==> config.mk <==
export PLATFORM = sky130hd
export DESIGN_NAME = puf_uart_cmd_ctrl
export DESIGN_NICKNAME = d
export VERILOG_FILES = /design/src/rtl/puf_uart_pkg.sv /design/src/rtl/uart_byte_timer.sv /design/src/rtl/puf_uart_cmd_ctrl.sv
export SDC_FILE = /design/constraint.sdc
export NUM_CORES = 1
export LEC_CHECK = 0
export BUFFER_PORTS_ARGS = -buffer_cell sky130_fd_sc_hd__buf_2
export CAP_MARGIN = 20
export CELL_PAD_IN_SITES_DETAIL_PLACEMENT = 0
export CELL_PAD_IN_SITES_GLOBAL_PLACEMENT = 1
export CORE_UTILIZATION = 35
export DETAILED_ROUTE_END_ITERATION = 10
export PLACE_DENSITY = 0.81
export SLEW_MARGIN = 5
export SYNTH_ARGS = -nofsm -noshare
export SYNTH_HDL_FRONTEND = slang
export SYNTH_HIERARCHICAL = 1
export SYNTH_SLANG_ARGS = --single-unit
==> constraint.sdc <==
create_clock -name clk -period 2.77 [get_ports clk]
set_input_delay 0.554 -clock clk [delete_from_list [all_inputs] [get_ports clk]]
set_output_delay 0.554 -clock clk [all_outputs]
set_load 0.02 [all_outputs]
==> src/rtl/puf_uart_pkg.sv <==
// puf_uart_pkg: shared FSM encoding, protocol bytes and a saturating
// counter helper for the PUF UART command controller.
package puf_uart_pkg;

  typedef enum logic [2:0] {
    IDLE,
    CMD,
    CHAL,
    CSUM,
    PUF_REQ,
    PUF_WAIT,
    TX_LOAD,
    TX_WAIT
  } state_t;

  localparam logic [7:0] HDR      = 8'hA5;
  localparam logic [7:0] CMD_CHAL = 8'h01;
  localparam logic [7:0] CMD_PING = 8'h02;
  localparam logic [7:0] RPL_PING = 8'h55;
  localparam logic [7:0] RPL_ERR  = 8'hEE;

  // Error counter increment that sticks at 8'hFF instead of wrapping
  function automatic logic [7:0] sat_inc8(input logic [7:0] v);
    return (v == 8'hFF) ? v : v + 8'd1;
  endfunction

endpackage

==> src/rtl/uart_byte_timer.sv <==
// uart_byte_timer: inter-byte watchdog. Counts clock cycles since the last
// clear and pulses 'expired' in the cycle the count reaches TIMEOUT_CLKS-1.
module uart_byte_timer #(
  parameter int TIMEOUT_CLKS = 8680
) (
  input  logic clk,
  input  logic rst_n,
  input  logic clr,
  output logic expired
);

  localparam int CW = (TIMEOUT_CLKS > 1) ? $clog2(TIMEOUT_CLKS) : 1;
  localparam logic [CW-1:0] LAST = CW'(TIMEOUT_CLKS - 1);

  logic [CW-1:0] cnt_q;
  logic [CW-1:0] cnt_d;

  // Next count: restart on clear, otherwise climb and park at the limit
  always_comb begin
    cnt_d = cnt_q;
    if (clr) begin
      cnt_d = '0;
    end else if (cnt_q != LAST) begin
      cnt_d = cnt_q + CW'(1);
    end
  end

  // Count register
  always_ff @(posedge clk or negedge rst_n) begin
    if (!rst_n) begin
      cnt_q <= '0;
    end else begin
      cnt_q <= cnt_d;
    end
  end

  assign expired = !clr && (cnt_q == LAST);

endmodule

==> src/rtl/puf_uart_cmd_ctrl.sv <==
// puf_uart_cmd_ctrl: parses A5-framed host commands from the UART RX byte
// stream, launches one PUF evaluation per challenge frame and streams the
// response back through UART TX, MSB byte first.
// Optional feature: define PUF_UART_CHECKSUM_EN to require an XOR checksum
// byte after the challenge; a mismatch is answered with 8'hEE.
module puf_uart_cmd_ctrl
  import puf_uart_pkg::*;
#(
  parameter int CHAL_BYTES   = 8,
  parameter int RESP_BYTES   = 4,
  parameter int TIMEOUT_CLKS = 8680
) (
  input  logic                    clk,
  input  logic                    rst_n,
  input  logic                    rx_DV,
  input  logic [7:0]              rx_Byte,
  input  logic                    tx_Done,
  output logic                    tx_DV,
  output logic [7:0]              tx_Byte,
  output logic [8*CHAL_BYTES-1:0] puf_Challenge,
  output logic                    puf_Start,
  input  logic [8*RESP_BYTES-1:0] puf_Response,
  input  logic                    puf_Done,
  output logic                    busy,
  output logic [7:0]              err_Count
);

  localparam int IW = $clog2(CHAL_BYTES + 1);
  localparam int RW = $clog2(RESP_BYTES + 1);
  localparam logic [IW-1:0] CHAL_LAST = IW'(CHAL_BYTES - 1);
  localparam logic [RW-1:0] RESP_LAST = RW'(RESP_BYTES - 1);

  state_t                  state_q, state_d;
  logic [8*CHAL_BYTES-1:0] chal_q, chal_d;
  logic [IW-1:0]           idx_q, idx_d;
  logic [8*RESP_BYTES-1:0] shbuf_q, shbuf_d;
  logic [RW-1:0]           rem_q, rem_d;
  logic [7:0]              tx_byte_q, tx_byte_d;
  logic                    tx_dv_q, tx_dv_d;
  logic                    puf_start_q, puf_start_d;
  logic                    busy_q, busy_d;
  logic [7:0]              err_q, err_d;
  logic                    err_hit;
  logic                    timer_clr;
  logic                    timer_expired;
`ifdef PUF_UART_CHECKSUM_EN
  logic [7:0]              csum_q, csum_d;
`endif

  // The watchdog only runs while a frame is being received; any byte restarts it
  assign timer_clr = rx_DV || !(state_q == CMD || state_q == CHAL || state_q == CSUM);

  uart_byte_timer #(
    .TIMEOUT_CLKS(TIMEOUT_CLKS)
  ) u_timer (
    .clk     (clk),
    .rst_n   (rst_n),
    .clr     (timer_clr),
    .expired (timer_expired)
  );

  // Next-state, datapath and registered-output computation
  always_comb begin
    state_d   = state_q;
    chal_d    = chal_q;
    idx_d     = idx_q;
    shbuf_d   = shbuf_q;
    rem_d     = rem_q;
    tx_byte_d = tx_byte_q;
`ifdef PUF_UART_CHECKSUM_EN
    csum_d    = csum_q;
`endif
    err_hit   = rx_DV && (state_q inside {PUF_REQ, PUF_WAIT, TX_LOAD, TX_WAIT});

    case (state_q)
      IDLE: begin
        if (rx_DV && rx_Byte == HDR) begin
          state_d = CMD;
        end
      end
      CMD: begin
        if (rx_DV) begin
          if (rx_Byte == CMD_CHAL) begin
            state_d = CHAL;
            idx_d   = '0;
`ifdef PUF_UART_CHECKSUM_EN
            csum_d  = 8'h00;
`endif
          end else if (rx_Byte == CMD_PING) begin
            state_d   = TX_LOAD;
            tx_byte_d = RPL_PING;
            rem_d     = '0;
          end else begin
            state_d   = TX_LOAD;
            tx_byte_d = RPL_ERR;
            rem_d     = '0;
            err_hit   = 1'b1;
          end
        end else if (timer_expired) begin
          state_d = IDLE;
          err_hit = 1'b1;
        end
      end
      CHAL: begin
        if (rx_DV) begin
          chal_d = (chal_q << 8) | (8*CHAL_BYTES)'(rx_Byte);
          idx_d  = idx_q + IW'(1);
`ifdef PUF_UART_CHECKSUM_EN
          csum_d = csum_q ^ rx_Byte;
          if (idx_q == CHAL_LAST) begin
            state_d = CSUM;
          end
`else
          if (idx_q == CHAL_LAST) begin
            state_d = PUF_REQ;
          end
`endif
        end else if (timer_expired) begin
          state_d = IDLE;
          err_hit = 1'b1;
        end
      end
`ifdef PUF_UART_CHECKSUM_EN
      CSUM: begin
        if (rx_DV) begin
          if (rx_Byte == csum_q) begin
            state_d = PUF_REQ;
          end else begin
            state_d   = TX_LOAD;
            tx_byte_d = RPL_ERR;
            rem_d     = '0;
            err_hit   = 1'b1;
          end
        end else if (timer_expired) begin
          state_d = IDLE;
          err_hit = 1'b1;
        end
      end
`endif
      PUF_REQ: begin
        state_d = PUF_WAIT;
      end
      PUF_WAIT: begin
        if (puf_Done) begin
          state_d   = TX_LOAD;
          tx_byte_d = puf_Response[8*RESP_BYTES-1 -: 8];
          shbuf_d   = puf_Response << 8;
          rem_d     = RESP_LAST;
        end
      end
      TX_LOAD: begin
        state_d = TX_WAIT;
      end
      TX_WAIT: begin
        if (tx_Done) begin
          if (rem_q == '0) begin
            state_d = IDLE;
          end else begin
            state_d   = TX_LOAD;
            tx_byte_d = shbuf_q[8*RESP_BYTES-1 -: 8];
            shbuf_d   = shbuf_q << 8;
            rem_d     = rem_q - RW'(1);
          end
        end
      end
      default: begin
        state_d = IDLE;
      end
    endcase

    err_d       = err_hit ? sat_inc8(err_q) : err_q;
    tx_dv_d     = (state_d == TX_LOAD);
    puf_start_d = (state_d == PUF_REQ);
    busy_d      = (state_d != IDLE);
  end

  // Single state/output register bank; reset aborts any frame in flight
  always_ff @(posedge clk or negedge rst_n) begin
    if (!rst_n) begin
      state_q     <= IDLE;
      chal_q      <= '0;
      idx_q       <= '0;
      shbuf_q     <= '0;
      rem_q       <= '0;
      tx_byte_q   <= 8'h00;
      tx_dv_q     <= 1'b0;
      puf_start_q <= 1'b0;
      busy_q      <= 1'b0;
      err_q       <= 8'h00;
`ifdef PUF_UART_CHECKSUM_EN
      csum_q      <= 8'h00;
`endif
    end else begin
      state_q     <= state_d;
      chal_q      <= chal_d;
      idx_q       <= idx_d;
      shbuf_q     <= shbuf_d;
      rem_q       <= rem_d;
      tx_byte_q   <= tx_byte_d;
      tx_dv_q     <= tx_dv_d;
      puf_start_q <= puf_start_d;
      busy_q      <= busy_d;
      err_q       <= err_d;
`ifdef PUF_UART_CHECKSUM_EN
      csum_q      <= csum_d;
`endif
    end
  end

  assign tx_DV         = tx_dv_q;
  assign tx_Byte       = tx_byte_q;
  assign puf_Challenge = chal_q;
  assign puf_Start     = puf_start_q;
  assign busy          = busy_q;
  assign err_Count     = err_q;

endmodule

==> results of run 1 <==
[final timing paths]
path | from | to | slack, ns
hold reg to reg | shbuf_q[16] | shbuf_q[16] | 0.48
min in group clk | puf_Response[1] | shbuf_q[9] | 0.36
setup reg to reg | u_timer/cnt_q[9] | tx_Byte[7] | 0.06
max in group asynchronous | rst_n | u_timer/cnt_q[10] | 1.96
setup / recovery | u_timer/cnt_q[9] | tx_Byte[7] | 0.06
hold / removal | rst_n | puf_Challenge[54] | 0.09
[registers in the layout, summed over array words and instances (netlist names)]
name,flops
idx_q,4
tx_DV,1
busy,1
err_Count,8
tx_Byte,8
shbuf_q,24
rem_q,3
u_timer/cnt_q,14
puf_Challenge,64
puf_Start,1
state_q,3
[power by group]
group	internal, mW	switching (mW)
clock	1.43	0.868
combinational	1.21	1.57
sequential	2.53	0.418
[layout make-up]
cell class              count  share of cell area, %
flip-flops and latches    131                   43.6
multi-input cells         301                   33.4
repair buffers            146                   11.0
clock buffers              18                   5.70
well taps                 220                   3.66
clock inverters            14                   2.36
inverters                   6                  0.299
diodes                      1                 0.0332
[cells by family (layout without fill, tap and decap cells)]
group,count (synthesis),count (layout)
AOI/OAI and AO/OA,76,76
adders and majority gates,5,5
and+or+nand+nor,112,112
xor gates and xnor gates,6,6
other,0,1
muxes,102,102
buffers and inverters,27,184
DFF,131,131
[stage by stage]
stage                     cell area [µm²]  hold slack (ns)
after floorplan                      5890            0.258
after global placement               6850            0.463
after detailed placement             6850            0.477
after CTS                            7460           0.0857
after global routing                 7530            0.105
final                                7530           0.0915
[cell usage after synthesis (2+ instances only)]
cell type,number
nor3b_1,2
nand3b_1,2
buf_2,8
and2b_1,2
and4b_1,2
clkbuf_1,6
a22o_1,10
a21oi_1,21
buf_6,2
o21ai_0,23
a21o_1,2
nand2b_1,5
nand2_1,29
buf_4,4
nor2b_1,8
and3_1,6
or4_1,4
nor3_2,3
a31oi_1,4
nor4_1,3
nand3_1,5
inv_1,6
or3_2,2
mux2_2,71
dfrtp_1,131
mux2i_1,23
ha_1,5
nor2_1,13
or3_1,4
and2_1,3
mux2_4,7
nand4_1,6
o21ai_1,3
xor2_1,3
xnor2_1,3
o31ai_1,4
o22a_2,2
[metal layers]
layer  track usage (%)  up-vias
met2              25.2       67
met3              4.40       20
met4              7.04        0
li1                  -     1972
met1              19.2     2098
met5                 0        -
[what timing repair did]
item / CTS / global route
setup endpoints to repair: 0 / 8
resized for setup: 0 / 11
setup buffers: 0 / 3
[placed cells by master, fill, tap and decap left out, types with 7 or more instances in the layout]
cell / count
nand2_1: 29
a22o_1: 10
mux2_2: 71
o21ai_0: 23
mux2i_1: 23
buf_4: 15
mux2_4: 7
a21oi_1: 20
nor2_1: 12
clkbuf_16: 17
dfrtp_1: 129
buf_2: 126
==> reports/results.txt, run 1 <==
Dominant cell type by area after synthesis: dfrtp_1
Chip Width: 132 µm
Fillers: 1498
Wire length on met3: 325 µm
Flops & latches, synth: 131
Syn-to-layout area delta: 28.0%
DRC violations left: 0
Synth Cell Area: 0.00589 mm²
Tot Pwr: 8.03 mW
# hold bufs at CTS: 0
Fin cells: 837
Post-DRT Antenna Nets: 0
Post-route setup TNS: 0 ns
Mux cell area share after synthesis: 19.5%
Run status: finished, final reports clean
Clock-pin slew on the worst setup and hold paths: 0.06 ns
Critical path's slowest cell: or4b_4
Required @ worst endpoint: 3.07 ns
CP delay by family, top: simple AND/OR/NAND/NOR gates
Syn_area_per_cell: 12.8 µm²
Layout Utilization: 45.6%
Number of clock sinks: 131
Cells after DPL: 801
Ys async rst share: 100%
Tcrit/Tclk final: 97.7%
Clk buf depth: 2
Synth unique cells: 59
Final period demand of the worst path: 2.71 ns
Main combinational cell family by area after synthesis: multiplexers
Element type at the critical path end: flop
DRT Pass-1 Iters: 4
Reg area: 0.00328 mm²
GRT Util Overall: 15.5%
DR WL/cell: 15.5 µm
Post-synth EDFFs: 0
GP Congestion: 0.810
Worst Path Buf+Inv: 1
H-tree levels: 4
Critical path startpoint category: flop
Initial Util: 35.6%
Post-Synth Simple-Gate Area: 11.9%
DIE HEIGHT: 132 µm
Total leakage power: 3.72 nW
Top cell type's share of synthesized area: 55.7%
IO Pins: 128
Core area: 0.0165 mm²
Hpwl dp: 9150 µm
Synth Area in Compound Gates: 8.57%
Initial antenna violation count: 1
Power Density: 1070 mW/mm²
Actual slew at the worst max-slew pin: 0.716 ns
Critical path class: flop to flop
Syn nets: 509
WP data arrival: 3.01 ns
Clock Skews: 0.00994 ns
Worst path most repeated cell: nor2b_4
DR WL met2: 6560 µm
GRT overflow: 0
Fin. Hold Viols: 0
Vias in the first global route: 4134
Ys flop type: dfrtp_1
Post-synthesis sequential area ratio: 55.7%
Stages on worst setup path: 9
Pin count of the biggest net entering global routing: 69
Final wirelength: 13000 µm
Max Cap Violations: 0
Max Fclk: 0.369 GHz
Initial DRC count: 145
Worst skew pair latency: 0.42 ns
Final setup violation count: 0
Met1 WL: 5860 µm
Synth warn: 6
Max VDD drop: 0.393 mV
CP peak stage delay: 0.54 ns
Post-Synthesis Cells: 459
Critical path, cell by cell: or4b_4 > nor4_4 > nor2b_4 > nor2b_4 > nor4b_4 > a221oi_4 > nor3_4 > buf_12 > mux2_4
Reg2Reg Depth: 9
CTS tree: done
Post-route worst setup slack: 0.0629 ns
Relative slew margins: 52.1%
Synth Area in Adders: 1.06%
Root Buffer: clkbuf_16
Die area: 0.0173 mm²
Num CTS Buffers: 17
Routed vias/inst: 4.97
Post-synthesis xor/xnor area fraction: 0.893%
Top sig layer: met4
Final nets: 653
First-pass GRT wire length: 21200 µm
Port bufs: 127
Rows: 47
Synth area leaders: dfrtp_1 (56%), mux2_2 (14%), mux2i_1 (3.9%)
Share of layout cells above drive strength 1: 45.9%
DR vias: 4157
Slew Viols, Final: 0
Area of the multi-input gates: 0.00252 mm²
Pre-CTS setup slack: 0.0418 ns
Path category of the worst min-delay check: primary input to asynchronous set/reset pin
Crit-path max FO: 8
Note: power is estimated with default switching activity, not from simulation.
==> inputs of run 2 (changes only) <==
--- a/config.mk
+++ b/config.mk
@@ -11,7 +11,7 @@
 export CELL_PAD_IN_SITES_GLOBAL_PLACEMENT = 1
 export CORE_UTILIZATION = 35
 export DETAILED_ROUTE_END_ITERATION = 10
-export PLACE_DENSITY = 0.81
+export PLACE_DENSITY = 0.78
 export SLEW_MARGIN = 5
 export SYNTH_ARGS = -nofsm -noshare
 export SYNTH_HDL_FRONTEND = slang
==> constraint.sdc (replaced) <==
create_clock -name clk -period 3.25 [get_ports clk]
set_input_delay 0.65 -clock clk [delete_from_list [all_inputs] [get_ports clk]]
set_output_delay 0.65 -clock clk [all_outputs]
set_load 0.02 [all_outputs]
==> reports/results.txt, run 2 (synthesis results as in run 1) <==
Port bufs: 127 (unchanged)
Post-route setup TNS: 0 ns (unchanged)
Critical path class: flop to flop (unchanged)
DR WL/cell: 15.2 µm (was 15.5 µm)
Hpwl dp: 8800 µm (was 9150 µm)
Max VDD drop: 0.368 mV (was 0.393 mV)
Crit-path max FO: 11 (was 8)
# hold bufs at CTS: 0 (unchanged)
GRT overflow: 0 (unchanged)
RSZ-0062 raised after global routing: false
IO Pins: 128 (unchanged)
Tcrit/Tclk final: 90.0% (was 97.7%)
Clock Skews: 0.0188 ns (was 0.00994 ns)
Num CTS Buffers: 17 (unchanged)
Actual slew at the worst max-slew pin: 0.680 ns (was 0.716 ns)
Syn-to-layout area delta: 24.8% (was 28.0%)
H-tree levels: 4 (unchanged)
Run status: finished, final reports clean (unchanged)
Required @ worst endpoint: 3.54 ns (was 3.07 ns)
Rows: 47 (unchanged)
Max Fclk: 0.342 GHz (was 0.369 GHz)
Commonest non-fill, non-tap cell in the layout: dfrtp_1 (unchanged)
Post-DRT Antenna Nets: 0 (unchanged)
Vias in the first global route: 3999 (was 4134)
Max reg flops: 64 (unchanged)
Post-CTS Setup Repair Bufs: 0 (unchanged)
Final setup violation count: 0 (unchanged)
WP data arrival: 3.21 ns (was 3.01 ns)
First-pass GRT wire length: 20600 µm (was 21200 µm)
Total leakage power: 3.63 nW (was 3.72 nW)
GP Congestion: 0.765 (was 0.810)
Initial DRC count: 179 (was 145)
DRT Pass-1 Iters: 4 (unchanged)
Chip Width: 132 µm (unchanged)
Initial Util: 35.6% (unchanged)
Final period demand of the worst path: 2.92 ns (was 2.71 ns)
Final wirelength: 12500 µm (was 13000 µm)
R2R setup slack: 0.33 ns (was 0.06 ns)
Critical path startpoint category: flop (unchanged)
Routed vias/inst: 4.88 (was 4.97)
Worst skew pair latency: 0.42 ns (about the same)
Fin. Hold Viols: 0 (unchanged)
Most frequent cells in the layout: dfrtp_1 (131), buf_2 (126), mux2_2 (71) (was dfrtp_1 (129), buf_2 (126), mux2_2 (71))
Root Buffer: clkbuf_16 (unchanged)
CTS tree: done (unchanged)
CTS resizes: 0 (unchanged)
Number of clock sinks: 131 (unchanged)
Relative slew margins: 54.6% (was 52.1%)
Pin count of the biggest net entering global routing: 127 (was 69)
DRC violations left: 0 (unchanged)
Final nets: 641 (was 653)
Tot Pwr: 6.59 mW (was 8.03 mW)
Clock-pin slew on the worst setup and hold paths: 0.06 ns (about the same)
Element type at the critical path end: flop (unchanged)
Core area: 0.0165 mm² (unchanged)
Path category of the worst min-delay check: primary input to asynchronous set/reset pin (unchanged)
Share of layout cells above drive strength 1: 43.7% (was 45.9%)
Initial antenna violation count: 1 (unchanged)
Clk buf depth: 2 (unchanged)
Die area: 0.0173 mm² (unchanged)
Slew Viols, Final: 0 (unchanged)
Power Density: 898 mW/mm² (was 1070 mW/mm²)
DR vias: 4022 (was 4157)
GRT Util Overall: 15.0% (was 15.5%)
Max Cap Violations: 0 (unchanged)
DIE HEIGHT: 132 µm (unchanged)
[run 2: cell types whose count changed in the layout (fill, tap and decap cells not counted), moves of 2 or more]
cell        delta
buf_4          -9
buf_6          -2
bufinv_16      -2
clkbuf_8       +2
clkinv_4       -5
clkinvlp_4     +4
dfrtp_1        +2
dfrtp_2        -2
nor2b_1        +2
nor2b_4        -2
[run 2: final timing paths]
path | depth (start not counted) | end | start
worst max-delay path | 8 | tx_Byte[0] | u_timer/cnt_q[3]
worst min-delay path | 1 | puf_Challenge[48] | rst_n
worst max register to register | 8 | tx_Byte[0] | u_timer/cnt_q[3]
worst min register to register | 2 | shbuf_q[21] | shbuf_q[21]
max in group asynchronous | 2 | puf_Start | rst_n
min in group clk | 2 | shbuf_q[9] | puf_Response[1]
[run 2: layer usage]
metal,vias to the layer above,GRT usage [%],share of wire [%]
met5,-,0,0.080
met4,2,6.01,0.90
met3,10,3.86,4.0
met2,94,23.7,49
met1,1981,19.6,46
li1,1935,-,-
[run 2: power breakdown]
part	internal, mW	switching, mW
clock	1.10	0.730
combinational	0.961	1.28
sequential	2.15	0.368
[run 2: final cells by class]
class / count / area, µm²
sequential: 131 / 3280
timing repair buffer: 134 / 716
antenna: 1 / 2.50
tap: 220 / 275
fill: 1568 / 9180
clock buffer: 20 / 457
multi-input combinational: 301 / 2470
inverter: 6 / 22.5
clock inverter: 12 / 119
[run 2: worst max-delay path: stages, from the launching register on]
cell and delay, ns:
dfrtp_1 0.43, or4b_4 0.57, nor4_4 0.27, nor2b_1 0.22
nor2_1 0.06, a21oi_1 0.17, o21ai_2 0.13, nor3_4 0.57
mux2_2 0.40
[run 2: through the flow]
stage / instances / setup WS [ns] / hold WS [ns] / area, µm² / utilization [%]
3_3_place_gp: 792 / 0.345 / 0.460 / 6770 / 40.9
3_5_place_dp: 792 / 0.311 / 0.465 / 6770 / 40.9
4_1_cts: 824 / 0.302 / 0.0112 / 7340 / 44.4
2_1_floorplan: 459 / 0.292 / 0.354 / 5890 / -
5_1_grt: 824 / 0.158 / 0.0148 / 7340 / 44.4
6_report: 825 / 0.325 / 0.0286 / 7340 / 44.4
